[src/rtl/xbar_cell_writer_if.sv]
// Bus bundle for the crossbar cell writer: command in, pulse/verify drive to
// the array, result out, plus the success counter.
// slave  = writer's view, master = command source / array model view.
interface xbar_cell_writer_if #(
    parameter int ROWS = 4,
    parameter int COLS = 4
) ();
    logic            cfg_valid;
    logic            cfg_ready;
    logic [3:0]      cfg_row;
    logic [3:0]      cfg_col;
    logic            cfg_val;
    logic [ROWS-1:0] wr_row_sel;
    logic [COLS-1:0] wr_col_sel;
    logic            wr_set;
    logic            wr_reset;
    logic            rd_en;
    logic            rd_val;
    logic            rsp_valid;
    logic            rsp_err;
    logic            rsp_ready;
    logic [7:0]      cells_ok;

    modport slave (
        input  cfg_valid, cfg_row, cfg_col, cfg_val, rd_val, rsp_ready,
        output cfg_ready, wr_row_sel, wr_col_sel, wr_set, wr_reset,
               rd_en, rsp_valid, rsp_err, cells_ok
    );

    modport master (
        output cfg_valid, cfg_row, cfg_col, cfg_val, rd_val, rsp_ready,
        input  cfg_ready, wr_row_sel, wr_col_sel, wr_set, wr_reset,
               rd_en, rsp_valid, rsp_err, cells_ok
    );
endinterface

[src/rtl/xbar_cell_writer.sv]
// Crossbar cell writer: accepts one (row, col, value) command at a time,
// applies a SET or RESET pulse to the selected cell, verify-reads it and
// re-pulses on mismatch up to MAX_RETRY times before reporting a result.
// All array-facing strobes decode straight from the state register, so an
// asynchronous reset removes them without waiting for a clock edge.
module xbar_cell_writer #(
    parameter int ROWS      = 4,
    parameter int COLS      = 4,
    parameter int PULSE_CYC = 4,
    parameter int MAX_RETRY = 2
) (
    input  logic                 clk,
    input  logic                 rst_n,
    xbar_cell_writer_if.slave    bus
);

    localparam logic [1:0] S_IDLE   = 2'd0;
    localparam logic [1:0] S_PULSE  = 2'd1;
    localparam logic [1:0] S_VERIFY = 2'd2;
    localparam logic [1:0] S_RESP   = 2'd3;

    localparam logic [7:0] PULSE_LAST = 8'(PULSE_CYC - 1);
    localparam logic [3:0] RETRY_MAX  = 4'(MAX_RETRY);

    logic [1:0] state_q, state_d;
    logic [3:0] row_q, row_d;
    logic [3:0] col_q, col_d;
    logic       val_q, val_d;
    logic       err_q, err_d;
    logic [7:0] pulse_cnt_q, pulse_cnt_d;
    logic [3:0] retry_cnt_q, retry_cnt_d;
    logic [7:0] cells_ok_q, cells_ok_d;

    logic            cmd_in_range;
    logic            pulsing;
    logic [ROWS-1:0] row_hot;
    logic [COLS-1:0] col_hot;

    // Range check done on the live command so a bad address never reaches PULSE.
    assign cmd_in_range = ({1'b0, bus.cfg_row} < 5'(ROWS)) &&
                          ({1'b0, bus.cfg_col} < 5'(COLS));

    assign pulsing = (state_q == S_PULSE);

    // One-hot decode of the latched address, one comparator per line.
    generate
        for (genvar gi = 0; gi < ROWS; gi++) begin : g_row_dec
            assign row_hot[gi] = (row_q == 4'(gi));
        end
        for (genvar gi = 0; gi < COLS; gi++) begin : g_col_dec
            assign col_hot[gi] = (col_q == 4'(gi));
        end
    endgenerate

    assign bus.cfg_ready  = (state_q == S_IDLE);
    assign bus.wr_row_sel = pulsing ? row_hot : '0;
    assign bus.wr_col_sel = pulsing ? col_hot : '0;
    assign bus.wr_set     = pulsing &  val_q;
    assign bus.wr_reset   = pulsing & ~val_q;
    assign bus.rd_en      = (state_q == S_VERIFY);
    assign bus.rsp_valid  = (state_q == S_RESP);
    assign bus.rsp_err    = (state_q == S_RESP) & err_q;
    assign bus.cells_ok   = cells_ok_q;

    // Next-state and datapath decisions for the write/verify/retry sequence.
    always_comb begin
        state_d     = state_q;
        row_d       = row_q;
        col_d       = col_q;
        val_d       = val_q;
        err_d       = err_q;
        pulse_cnt_d = pulse_cnt_q;
        retry_cnt_d = retry_cnt_q;
        cells_ok_d  = cells_ok_q;
        case (state_q)
            S_IDLE: begin
                if (bus.cfg_valid) begin
                    row_d       = bus.cfg_row;
                    col_d       = bus.cfg_col;
                    val_d       = bus.cfg_val;
                    retry_cnt_d = 4'd0;
                    pulse_cnt_d = 8'd0;
                    if (cmd_in_range) begin
                        err_d   = 1'b0;
                        state_d = S_PULSE;
                    end else begin
                        err_d   = 1'b1;
                        state_d = S_RESP;
                    end
                end
            end
            S_PULSE: begin
                if (pulse_cnt_q == PULSE_LAST) begin
                    pulse_cnt_d = 8'd0;
                    state_d     = S_VERIFY;
                end else begin
                    pulse_cnt_d = pulse_cnt_q + 8'd1;
                end
            end
            S_VERIFY: begin
                if (bus.rd_val == val_q) begin
                    err_d   = 1'b0;
                    state_d = S_RESP;
                    if (cells_ok_q != 8'hFF) begin
                        cells_ok_d = cells_ok_q + 8'd1;
                    end
                end else if (retry_cnt_q < RETRY_MAX) begin
                    retry_cnt_d = retry_cnt_q + 4'd1;
                    state_d     = S_PULSE;
                end else begin
                    err_d   = 1'b1;
                    state_d = S_RESP;
                end
            end
            default: begin
                if (bus.rsp_ready) begin
                    state_d = S_IDLE;
                end
            end
        endcase
    end

    // State and command registers; reset returns to IDLE with counters cleared.
    always_ff @(posedge clk or negedge rst_n) begin
        if (!rst_n) begin
            state_q     <= S_IDLE;
            row_q       <= 4'd0;
            col_q       <= 4'd0;
            val_q       <= 1'b0;
            err_q       <= 1'b0;
            pulse_cnt_q <= 8'd0;
            retry_cnt_q <= 4'd0;
            cells_ok_q  <= 8'd0;
        end else begin
            state_q     <= state_d;
            row_q       <= row_d;
            col_q       <= col_d;
            val_q       <= val_d;
            err_q       <= err_d;
            pulse_cnt_q <= pulse_cnt_d;
            retry_cnt_q <= retry_cnt_d;
            cells_ok_q  <= cells_ok_d;
        end
    end

endmodule
[src/flat_wrapper.sv]
// flat-port wrapper written by rule: the top's interface ports become plain ports
module xbar_cell_writer_flat 
#(
    parameter int ROWS      = 4,
    parameter int COLS      = 4,
    parameter int PULSE_CYC = 4,
    parameter int MAX_RETRY = 2
)
  (clk, rst_n, bus_cfg_valid, bus_cfg_row, bus_cfg_col, bus_cfg_val, bus_rd_val, bus_rsp_ready, bus_cfg_ready, bus_wr_row_sel, bus_wr_col_sel, bus_wr_set, bus_wr_reset, bus_rd_en, bus_rsp_valid, bus_rsp_err, bus_cells_ok);
  xbar_cell_writer_if #(.ROWS(ROWS), .COLS(COLS)) bus_i ();
  input  logic clk;
  input  logic rst_n;
  input wire logic [$bits(bus_i.cfg_valid)-1:0] bus_cfg_valid;
  input wire logic [$bits(bus_i.cfg_row)-1:0] bus_cfg_row;
  input wire logic [$bits(bus_i.cfg_col)-1:0] bus_cfg_col;
  input wire logic [$bits(bus_i.cfg_val)-1:0] bus_cfg_val;
  input wire logic [$bits(bus_i.rd_val)-1:0] bus_rd_val;
  input wire logic [$bits(bus_i.rsp_ready)-1:0] bus_rsp_ready;
  output wire logic [$bits(bus_i.cfg_ready)-1:0] bus_cfg_ready;
  output wire logic [$bits(bus_i.wr_row_sel)-1:0] bus_wr_row_sel;
  output wire logic [$bits(bus_i.wr_col_sel)-1:0] bus_wr_col_sel;
  output wire logic [$bits(bus_i.wr_set)-1:0] bus_wr_set;
  output wire logic [$bits(bus_i.wr_reset)-1:0] bus_wr_reset;
  output wire logic [$bits(bus_i.rd_en)-1:0] bus_rd_en;
  output wire logic [$bits(bus_i.rsp_valid)-1:0] bus_rsp_valid;
  output wire logic [$bits(bus_i.rsp_err)-1:0] bus_rsp_err;
  output wire logic [$bits(bus_i.cells_ok)-1:0] bus_cells_ok;
  assign bus_i.cfg_valid = bus_cfg_valid;
  assign bus_i.cfg_row = bus_cfg_row;
  assign bus_i.cfg_col = bus_cfg_col;
  assign bus_i.cfg_val = bus_cfg_val;
  assign bus_i.rd_val = bus_rd_val;
  assign bus_i.rsp_ready = bus_rsp_ready;
  assign bus_cfg_ready = bus_i.cfg_ready;
  assign bus_wr_row_sel = bus_i.wr_row_sel;
  assign bus_wr_col_sel = bus_i.wr_col_sel;
  assign bus_wr_set = bus_i.wr_set;
  assign bus_wr_reset = bus_i.wr_reset;
  assign bus_rd_en = bus_i.rd_en;
  assign bus_rsp_valid = bus_i.rsp_valid;
  assign bus_rsp_err = bus_i.rsp_err;
  assign bus_cells_ok = bus_i.cells_ok;
  xbar_cell_writer #(.ROWS(ROWS), .COLS(COLS), .PULSE_CYC(PULSE_CYC), .MAX_RETRY(MAX_RETRY)) u_core (.clk(clk), .rst_n(rst_n), .bus(bus_i));
endmodule
[config.mk]
export PLATFORM = sky130hd
export DESIGN_NAME = xbar_cell_writer_flat
export DESIGN_NICKNAME = d
export VERILOG_FILES = /design/src/rtl/xbar_cell_writer_if.sv /design/src/rtl/xbar_cell_writer.sv /design/src/flat_wrapper.sv
export SDC_FILE = /design/constraint.sdc
export NUM_CORES = 1
export LEC_CHECK = 0
export ABC_AREA = 1
export CAP_MARGIN = 20
export CORE_UTILIZATION = 55
export DETAILED_ROUTE_END_ITERATION = 12
export HOLD_SLACK_MARGIN = 0.1
export PLACE_DENSITY_LB_ADDON = 0.08
export SLEW_MARGIN = 15
export SYNTH_ARGS = -nofsm -noshare
export SYNTH_HDL_FRONTEND = slang
export SYNTH_SLANG_ARGS = --single-unit
[constraint.sdc]
create_clock -name clk -period 4 [get_ports clk]
set_input_delay 0.8 -clock clk [delete_from_list [all_inputs] [get_ports clk]]
set_output_delay 0.8 -clock clk [all_outputs]
set_load 0.1 [all_outputs]
After elaboration in Yosys (flattened, before gate mapping)
Index checks and enable logic that the tools add are counted.
Cells by class
  $lt $le $gt $ge: 3
  bitwise gates (word level): 4
  equal/unequal tests: 17
  reductions and logical operators: 13
  multiplexer cells: 21
  $add $sub $neg: 3
Operator list (number)
  $mux 4: 5
  $add 8x1->8 const B: 2
  $eq 4x2->1 const B: 4
  $mux 8: 2
  $pmux 8 s2: 1
  $mux 2: 6
  $reduce_and 3->1: 3
  $eq 4x1->1 const B: 2
  $eq 8x2->1 const B: 1
  $logic_not 4->1: 2
  $lt 4x3->1 const B: 2
  $ne 8x8->1 const B: 1
  $pmux 4 s2: 1
  $ne 2x2->1 const B: 3
  $pmux 2 s3: 1
  $add 4x1->4 const B: 1
  $eq 2x2->1 const B: 2
  $lt 4x2->1 const B: 1
  $mux 1: 4
  $reduce_and 2->1: 2
  $reduce_and 4->1: 1
  $reduce_bool 2->1: 2
  $reduce_bool 4->1: 1
  $and 1x1->1: 3
  8 further kinds: 8
Storage, ports and cells
  logic and storage cells: 69
  input bits: 14
  bits in registers: 32
  output and inout port bits: 22

Depth between registers and ports, before layout
  word-level depth: 5
  depth in mapped cells: 8

Worst setup path before layout
Ideal clock, no wire load.
  kind: reg2out
  from: register u_core.state_q[1]
  to: output port bus_wr_col_sel[1]
  slack: -414 ps
  stages on the path, launching flop included: 5
  arrival: 3614 ps
  path through: dfrtp_1 inv_2 nand2_2 buf_2 nor4_1
Between the ends
  word-level cells in the longest chain between the ends: 2
Ends and longest elaborated chain
  start, declared: RTL line xbar_cell_writer.sv:25  | logic [1:0] state_q, state_d;
  start signal, assigned: RTL line xbar_cell_writer.sv:135  | state_q <= state_d;
  $eq 2x1->1: RTL line xbar_cell_writer.sv:43  | assign pulsing = (state_q == S_PULSE);
  $mux 4: RTL line xbar_cell_writer.sv:57  | assign bus.wr_col_sel = pulsing ? col_hot : '0;
  end, declared: RTL line flat_wrapper.sv:21  | output wire logic [$bits(bus_i.wr_col_sel)-1:0] bus_wr_col_sel;
No other way between the ends.

Worst setup path after layout
  from: register u_core.state_q[1]
  to: output port bus_wr_reset
Between the ends
  word-level cells in the longest chain between the ends: 2
Ends and longest elaborated chain
  $eq 2x1->1: RTL line xbar_cell_writer.sv:43
  $and 1x1->1: RTL line xbar_cell_writer.sv:59  | assign bus.wr_reset = pulsing & ~val_q;
  end, declared: RTL line flat_wrapper.sv:23  | output wire logic [$bits(bus_i.wr_reset)-1:0] bus_wr_reset;
No other way between the ends.

==> results.md <==
- Htree depth: 2
- Cell Area, Synth: 1760 sq um
- Die H: 58.5 microns
- 1st-pass router iterations: 8
- Crit path max-delay family: buffers and inverters
- Post-synthesis cell count: 230
- Number of remaining DRC errors: 1
- TritonCTS buffer count: 5
- ANT cells: 0
- Reg2reg end: u_core.pulse_cnt_q[3]
- Worst-Skew Late Latency: 0.32 ns
- Reg-to-reg startpoint: u_core.state_q[0]
- Post-Layout Cell Count: 313
- P per Cell Area: 823 nW/um^2
- Core area: 3050 sq um
- Tmin final: 3.09 ns
- IO Count: 36
- Hold path startpoint: u_core.row_q[2]
- Vias per cell: 4.91
- CP Class: reg -> out
- Synth Flop Type: dfrtp_1
- Average cell area after synthesis: 7.64 sq um
- # fillers: 269
- Layout cells sized above 1: 11.2%
- CTS max path bufs: 2
- Post-synth ARST share: 100%
- Fmax: 0.324 GHz
- Rows: 20
- Hold Vio Cnt, Final: 0
- NumNets Final: 286
- Endpoint class of the critical path: output port
- Average wire per standard cell: 11.1 microns
- Final setup viols: 0
- Final Max Tran Viols: 0
- HP Class: reg -> reg
- Status: finished with violations
- Sink Count: 32
- WP buf/inv: 2
- Clock-pin slew on the worst setup and hold paths: 0.09 ns
- Register area share after synthesis: 45.6%
- Hold depth: 2
- Synthesis-stage register bit count: 32
- P&R area growth vs syn: 24.8%
- Setup TNS: 0 ns
- Critical Path AT: 2.29 ns
- Post-Place Cells: 306
- ANT nets after route: 0
- Number of global-route vias before repair: 1400
- Period utilisation layout: 77.1%
- Total number of vias: 1536
- CTS tree: done
- Postcts setup bufs: 0
- Total GRT Usage: 22.4%
- Worst Tran Pin Value: 0.968 ns
- Final WS setup: 0.914 ns
- Total leakage power: 1.13 nW
- Initial antenna violation count: 0
- Pre-CTS WS: 1.24 ns
- Port Buffers: 35
- RSZ-0062 raised after global routing: false
- Post-synth EDFFs: 0
- Detailed placement HPWL: 2.53 mm
- Worst-path cell chain: inv_2 > nand2_2 > nor2_1 > clkdlybuf4s50_1
- Delay of the slowest critical-path stage: 1.14 ns
- Post-CTS Hold Buffers: 0
- Routability congestion estimate: 0.786
- WHS: 0.500 ns
- Slowest CP cell: clkdlybuf4s50_1
- Post_cts resized: 0
- Worst reg-to-reg path cell count: 6
- Syn_nets: 247
- Clock root cell: clkbuf_4
- Pin count of the biggest net entering global routing: 33
- Count of cell types in the netlist: 28
- Initial DRC Count: 101
- Global-route wire length before repair: 5.91 mm
- Clk_skew: 0.00613 ns
- Max Cap Viol: 0
- Max-slew headroom: 35.3%
- Crit-path max FO: 16
- CP Launch Type: flop
- Failing checks: DRC
- Worst Hold Endpoint: u_core.row_q[2]
- Die Width: 58.5 microns
- Gr ovfl total: 0
- VDD IR-drop max: 0.000708 V
- Starting Density: 57.5%
- Routed wire length: 3.46 mm
- Synth Warn #: 0
- Die area: 3420 sq um
- R2R setup slack: 2.39 ns
- WP data required: 3.20 ns
-- sequential cells by signal (all words and copies together), names as in the netlist --
| signal | count |
|---|---|
| u_core.bus.cells_ok | 8 |
| u_core.pulse_cnt_q | 8 |
| u_core.col_q | 4 |
| u_core.retry_cnt_q | 4 |
| u_core.row_q | 4 |
| u_core.state_q | 2 |
| u_core.err_q | 1 |
| u_core.val_q | 1 |
-- cells by family after synthesis --
logic type / synth area share [%]
multiplexers: 1.28
AND/OR/NAND/NOR: 31.9
flip-flops: 45.6
adder cells (fa/ha/maj): 2.14
XOR/XNOR: 3.99
AO/OA/AOI/OAI: 6.41
buffers and inverters: 8.69
-- worst min-delay path, stage by stage, from the launching register on --
cell	delay (ns)
dfrtp_1	0.35
nand2_1	0.05
o21ai_0	0.06
-- metrics by stage --
stage | util, % | instance area [sq um] | power (W)
4_1_cts | 71.8 | 2190 | 0.00181
3_5_place_dp | 69.7 | 2130 | 0.00161
5_1_grt | 71.8 | 2190 | 0.00192
3_3_place_gp | 69.7 | 2130 | 0.00159
2_1_floorplan | - | 1760 | 0.00138
6_report | 71.8 | 2190 | 0.00180
-- worst max-delay path by stage --
stage | from | end | cells after the start
2_1_floorplan | u_core.state_q[1] | bus_wr_col_sel[1] | 4
3_3_place_gp | u_core.state_q[0] | bus_wr_reset | 3
3_5_place_dp | u_core.state_q[1] | bus_wr_reset | 4
4_1_cts | u_core.state_q[0] | bus_wr_reset | 3
5_1_grt | u_core.state_q[1] | bus_wr_reset | 4
6_report | u_core.state_q[1] | bus_wr_reset | 4
-- synth_stat cells (3+ instances only) --
library cell	n	area (sq um)
xnor2_1	3	26.3
buf_2	3	15.0
nor2_1	22	82.6
xor2_1	5	43.8
nor4_1	8	50.1
inv_1	31	116
a21oi_1	5	25.0
o21ai_0	9	45.0
ha_1	3	37.5
nand2_1	71	267
nand3_1	13	65.1
dfrtp_1	32	801
nand4_1	4	25.0
-- placed cells by master, fill, tap and decap left out, drive strengths merged, types with 3 or more instances in the layout --
cell           Yosys  layout
nand4              4       4
dfrtp             32      32
a21oi              5       5
o21ai             11      11
inv               34      34
nand3             13      13
clkbuf             0       7
clkdlybuf4s50      0      27
buf                4       9
or2                3       3
xor2               5       5
nor2              26      26
nor4               8       8
nand2             73      73
ha                 3       3
xnor2              3       3
-- area by class of cell --
class / count / area [sq um] / share of cell area [%]
multi-input combinational: 160 / 803 / 36.6
sequential: 32 / 801 / 36.5
timing repair buffer: 36 / 338 / 15.4
inverter: 34 / 130 / 5.94
clock buffer: 7 / 65.1 / 2.97
tap: 44 / 55.1 / 2.51
-- power by group --
part	internal (W)	switching, W
Clock	0.0000997	0.000103
Combinational	0.000273	0.000773
Sequential	0.000444	0.000113
Total	0.000816	0.000988
-- metal layers --
layer	GRT usage (%)	vias to the layer above	routed length [microns]
met5	0	-	0
met4	6.46	0	32
met3	4.62	5	154
met2	36.3	35	1560
met1	30.8	697	1710
li1	-	799	-
Note: power is estimated with default switching activity, not from simulation.
